**src/rtl/sar_seq_ctrl.sv**
```systemverilog
// SAR conversion sequencer: walks a one-hot mask over the DAC word on each comparator
// strobe, optionally collects residue decisions, and hands the result off with ready/valid.
module sar_seq_ctrl #(
   parameter int NDAC   = 16,
   parameter int NEXTRA = 2
) (
   input  logic              clk,
   input  logic              rst_n,
   input  logic              start,
   input  logic              abort,
   input  logic [1:0]        mode,
   input  logic [NDAC-1:0]   dac_astate,
   input  logic [NDAC-1:0]   dac_bstate,
   input  logic              comp,
   input  logic              comp_valid,
   output logic [NDAC-1:0]   dac_state,
   output logic              busy,
   output logic [NDAC-1:0]   res_data,
   output logic [NEXTRA-1:0] res_extra,
   output logic              res_valid,
   input  logic              res_ready,
   output logic              overrun,
   input  logic              overrun_clr
);

   localparam int CW = (NEXTRA > 1) ? $clog2(NEXTRA) : 1;
   localparam logic [1:0] M_STATIC = 2'b00;
   localparam logic [1:0] M_SAR    = 2'b01;
   localparam logic [1:0] M_EXTRA  = 2'b10;

   typedef enum logic [1:0] {S_IDLE, S_CONV, S_EXTRA} state_t;

   state_t            state_q, state_d;
   logic [NDAC-1:0]   dac_state_q, dac_state_d;
   logic [NDAC-1:0]   mask_q, mask_d;
   logic [1:0]        mode_q, mode_d;
   logic [CW-1:0]     extra_cnt_q, extra_cnt_d;
   logic [NEXTRA-1:0] extra_bits_q, extra_bits_d;
   logic [NDAC-1:0]   res_data_q, res_data_d;
   logic [NEXTRA-1:0] res_extra_q, res_extra_d;
   logic              res_valid_q, res_valid_d;
   logic              overrun_q, overrun_d;
   logic              load_res;

   always_comb begin
      state_d      = state_q;
      dac_state_d  = dac_state_q;
      mask_d       = mask_q;
      mode_d       = mode_q;
      extra_cnt_d  = extra_cnt_q;
      extra_bits_d = extra_bits_q;
      res_data_d   = res_data_q;
      res_extra_d  = res_extra_q;
      res_valid_d  = res_valid_q;
      overrun_d    = overrun_q;
      load_res     = 1'b0;

      case (state_q)
         S_IDLE: begin
            if (start && !abort) begin
               state_d      = S_CONV;
               dac_state_d  = dac_astate;
               mask_d       = {1'b1, {(NDAC-1){1'b0}}};
               mode_d       = (mode == 2'b11) ? M_SAR : mode;
               extra_cnt_d  = '0;
               extra_bits_d = '0;
            end
         end
         S_CONV: begin
            if (abort) begin
               state_d = S_IDLE;
            end else if (comp_valid) begin
               if (mode_q == M_STATIC)
                  dac_state_d = dac_bstate;
               else
                  dac_state_d = (dac_state_q & ~mask_q) | (mask_q & {NDAC{comp}});
               mask_d = mask_q >> 1;
               if (mask_q[0]) begin
                  if (mode_q == M_EXTRA) begin
                     state_d = S_EXTRA;
                  end else begin
                     state_d     = S_IDLE;
                     load_res    = 1'b1;
                     res_data_d  = dac_state_d;
                     res_extra_d = '0;
                  end
               end
            end
         end
         S_EXTRA: begin
            if (abort) begin
               state_d = S_IDLE;
            end else if (comp_valid) begin
               // Residue decisions fill the extra word MSB first
               for (int i = 0; i < NEXTRA; i++)
                  if (i == NEXTRA - 1 - int'(extra_cnt_q))
                     extra_bits_d[i] = comp;
               extra_cnt_d = extra_cnt_q + CW'(1);
               if (int'(extra_cnt_q) == NEXTRA - 1) begin
                  state_d     = S_IDLE;
                  load_res    = 1'b1;
                  res_data_d  = dac_state_q;
                  res_extra_d = extra_bits_d;
               end
            end
         end
         default: state_d = S_IDLE;
      endcase

      if (load_res)
         res_valid_d = 1'b1;
      else if (res_valid_q && res_ready)
         res_valid_d = 1'b0;

      // A lost result outranks a clear on the same edge
      if (overrun_clr)
         overrun_d = 1'b0;
      if (load_res && res_valid_q && !res_ready)
         overrun_d = 1'b1;
   end

   always_ff @(posedge clk or negedge rst_n) begin
      if (!rst_n) begin
         state_q      <= S_IDLE;
         dac_state_q  <= '0;
         mask_q       <= '0;
         mode_q       <= '0;
         extra_cnt_q  <= '0;
         extra_bits_q <= '0;
         res_data_q   <= '0;
         res_extra_q  <= '0;
         res_valid_q  <= 1'b0;
         overrun_q    <= 1'b0;
      end else begin
         state_q      <= state_d;
         dac_state_q  <= dac_state_d;
         mask_q       <= mask_d;
         mode_q       <= mode_d;
         extra_cnt_q  <= extra_cnt_d;
         extra_bits_q <= extra_bits_d;
         res_data_q   <= res_data_d;
         res_extra_q  <= res_extra_d;
         res_valid_q  <= res_valid_d;
         overrun_q    <= overrun_d;
      end
   end

   assign dac_state = dac_state_q;
   assign busy      = (state_q != S_IDLE);
   assign res_data  = res_data_q;
   assign res_extra = res_extra_q;
   assign res_valid = res_valid_q;
   assign overrun   = overrun_q;

endmodule

```
**config.mk**
```make
export PLATFORM = sky130hd
export DESIGN_NAME = sar_seq_ctrl
export DESIGN_NICKNAME = d
export VERILOG_FILES = /design/src/rtl/sar_seq_ctrl.sv
export SDC_FILE = /design/constraint.sdc
export NUM_CORES = 1
export LEC_CHECK = 0
export BUFFER_PORTS_ARGS = -buffer_cell sky130_fd_sc_hd__buf_4
export CAP_MARGIN = 0
export CORE_MARGIN = 3
export CORE_UTILIZATION = 45
export DETAILED_ROUTE_END_ITERATION = 7
export GPL_TIMING_DRIVEN = 0
export PLACE_DENSITY = 0.75
export SYNTH_ARGS = -nofsm -noshare
export SYNTH_HDL_FRONTEND = slang
export SYNTH_SLANG_ARGS = --single-unit
```
**constraint.sdc**
```tcl
create_clock -name clk -period 2.4 [get_ports clk]
set_input_delay 0.24 -clock clk [delete_from_list [all_inputs] [get_ports clk]]
set_output_delay 0.24 -clock clk [all_outputs]
set_load 0.01 [all_outputs]
```
==> metrics.yaml <==
clockBufferDepth: 2
path_cells: "inv_1 > ha_1 > buf_2 > buf_1 > a21oi_1 > o22ai_1 > o21ai_0"
drv_slew: 0
clockPowerShare_pct: 18.9
ys_warn_count: 0
track_usage_pct: 23.8
dr.pass1.iters: 5
start_kind: "flop"
diodes: 0
via_per_inst: 5.63
grt_pass1_vias: 3271
dieHeight_microns: 93.3
synth_area_per_cell_sq_um: 8.15
seqPwrFrac_pct: 31.5
internal_power_uw: 2760
clk_pin_slew_worst_paths_ps: 70
syn-num-nets: 466
p_leak_uw: 0.00190
finalHoldViolations: 0
htree_num_levels: 3
rsz0062_at_grt: "no"
crit_fanout: 10
status: "complete, no violations"
crit_buf_inv: 3
synth_edf_count: 0
num_rows: 31
vdd_ir_drop_max_mv: 0.462
fin_util_pct: 59.2
cts_tree: "yes"
cts_hold_buf: 1
netSwitchingFraction_pct: 41.4
yosysTopAreaCellShare_pct: 43.0
cp.required_ps: 2620
fill_cells: 678
synth.area.top_cells: "dfrtp_1, o21ai_0, nand2_1, a21oi_1, nand2b_1"
critical_path_class: "reg -> reg"
grt_remaining_overflow: 0
rrSetupSlack_ps: 400
comb_power_share_pct: 49.6
p_switching_uw: 1950
portBuffers: 77
clock_insertion_delay_worst_skew_ps: 350
finClkSkew_ps: 6.34
netlist_top_cells_count: "dfrtp_1, nand2_1, o21ai_0, nor2_1, a21oi_1"
yosysTopAreaCell: "dfrtp_1"
setup-tns-final_ps: 0
hold_slack_ps: 81.4
min_period_ps: 2000
seq_area_frac_synth_pct: 43.0
hold_path.class: "in -> reg"
detail_route.iter0.violations: 304
yosysMostFrequentCell: "dfrtp_1"
dp_hpwl_microns: 7350
synth_area_sq_um: 3430
cts.sinks: 59
core_region_area_sq_um: 7330
ys.flop_type: "dfrtp_1"
drive_above_1_share_pct: 24.7
setup_viol: 0
drc: 0
cts-resized-gates: 0
area_delta_synth_final_pct: 26.5
total_power_uw: 4710
power.density_nw_per_um2: 1090
cp.arrival_ps: 2210
drv_cap: 0
grt_max_degree: 60
dieWidth_microns: 93.3
async_reset_ff_share_pct: 100
max_stage_delay_ps: 440
cp-end-kind: "flop"
final_net_count: 555
cts_setup_buffers: 0
worst_pin_slew_ps: 744
wl_per_cell_microns: 16.3
cp_slowest_cell: "buf_1"
start_util_pct: 46.8
cts_buffers: 9
die-area_sq_um: 8710
slew_headroom_pct: 50.4
grt_first_pass_wirelength_microns: 16100
fin_crit_sh_pct: 83.2
path_delay_family: "buffers and inverters"
grt_antenna_before_repair: 0
yosysUniqueCellTypes: 35
drtAntennaViolNets: 0
synth_cells: 421
cts-root-buf: "clkbuf_8"
wirelength_microns: 10000
num_vias: 3454
synth-seq-cells: 59
timing.fmax_mhz: 501
io_pins: 79
routabilityCongestion: 0.893
## sequential cells by signal (all words and copies together) (netlist names), 2 cells and up
| register | flops |
|---|---|
| dac_state | 16 |
| mask_q | 16 |
| res_data | 16 |
| extra_bits_q | 2 |
| mode_q | 2 |
| res_extra | 2 |
| state_q | 2 |
## worst paths after layout
kind | startpoint | end | cells past startpoint
worst max register to register | state_q[0] | res_data[8] | 7
worst max-delay path | state_q[0] | res_data[8] | 7
max in group asynchronous | rst_n | mask_q[9] | 2
worst min-delay path | overrun_clr | overrun | 2
min in group asynchronous | rst_n | dac_state[7] | 2
worst min register to register | res_data[15] | res_data[15] | 2
## kinds of logic after synthesis
family                   synth area share (%)
AO/OA/AOI/OAI                            20.9
adder cells (fa/ha/maj)                  1.09
buffers and inverters                    7.91
flip-flops                               43.0
multiplexers                             2.59
AND/OR/NAND/NOR                          24.5
## placed cells by master, fill, tap and decap left out, drive strengths merged, types with 2 or more instances in the layout
cell type and count:
a21oi 30, a22o 2, a31oi 16, buf 99, clkbuf 24, dfrtp 59
ha 3, inv 24, mux2 4, mux2i 4, nand2 56, nand2b 22
nand3 3, nand3b 16, nor2 34, nor2b 18, nor3 18, o21ai 55
o22ai 16
## layout make-up
| class | instances | area, sq um | share of cell area (%) |
|---|---|---|---|
| inverter | 24 | 90.1 | 2.07 |
| buffer | 32 | 181 | 4.18 |
| sequential | 59 | 1480 | 34.0 |
| clock inverter | 1 | 5.00 | 0.115 |
| tap | 99 | 124 | 2.85 |
| clock buffer | 14 | 193 | 4.44 |
| multi-input combinational | 306 | 1680 | 38.8 |
| timing repair buffer | 78 | 588 | 13.5 |
## worst reg2reg max path, delay by kind of cell, from the launching register on
| family | cells | cell delay (ps) |
|---|---|---|
| AOI/OAI and AO/OA | 3 | 480 |
| adders and majority gates | 1 | 220 |
| buffers and inverters | 3 | 760 |
| DFF | 1 | 410 |
## stage by stage
stage                     cell area [sq um]  cells  setup slack (ps)
after global routing                   4340    613               258
after CTS                              4340    613               458
after detailed placement               4130    597               473
after global placement                 4130    597               504
final                                  4340    613               404
after floorplan                        3430    421               665
## power by group through the flow
stage               Combinational (uW)  Clock (uW)  Sequential [uW]
floorplan                         1420           0             1510
global placement                  2250           0             1480
detailed placement                2300           0             1490
CTS                               2320         891             1480
global route                      2560         938             1520
finish                            2340         889             1490
## per-layer routing
layer / global-route usage [%] / wire [microns]
met5: 0 / 0
met4: 10.3 / 311
met3: 4.26 / 840
met2: 36.9 / 4680
met1: 32.6 / 4180
No activity file was read; power rests on OpenSTA's default activity.
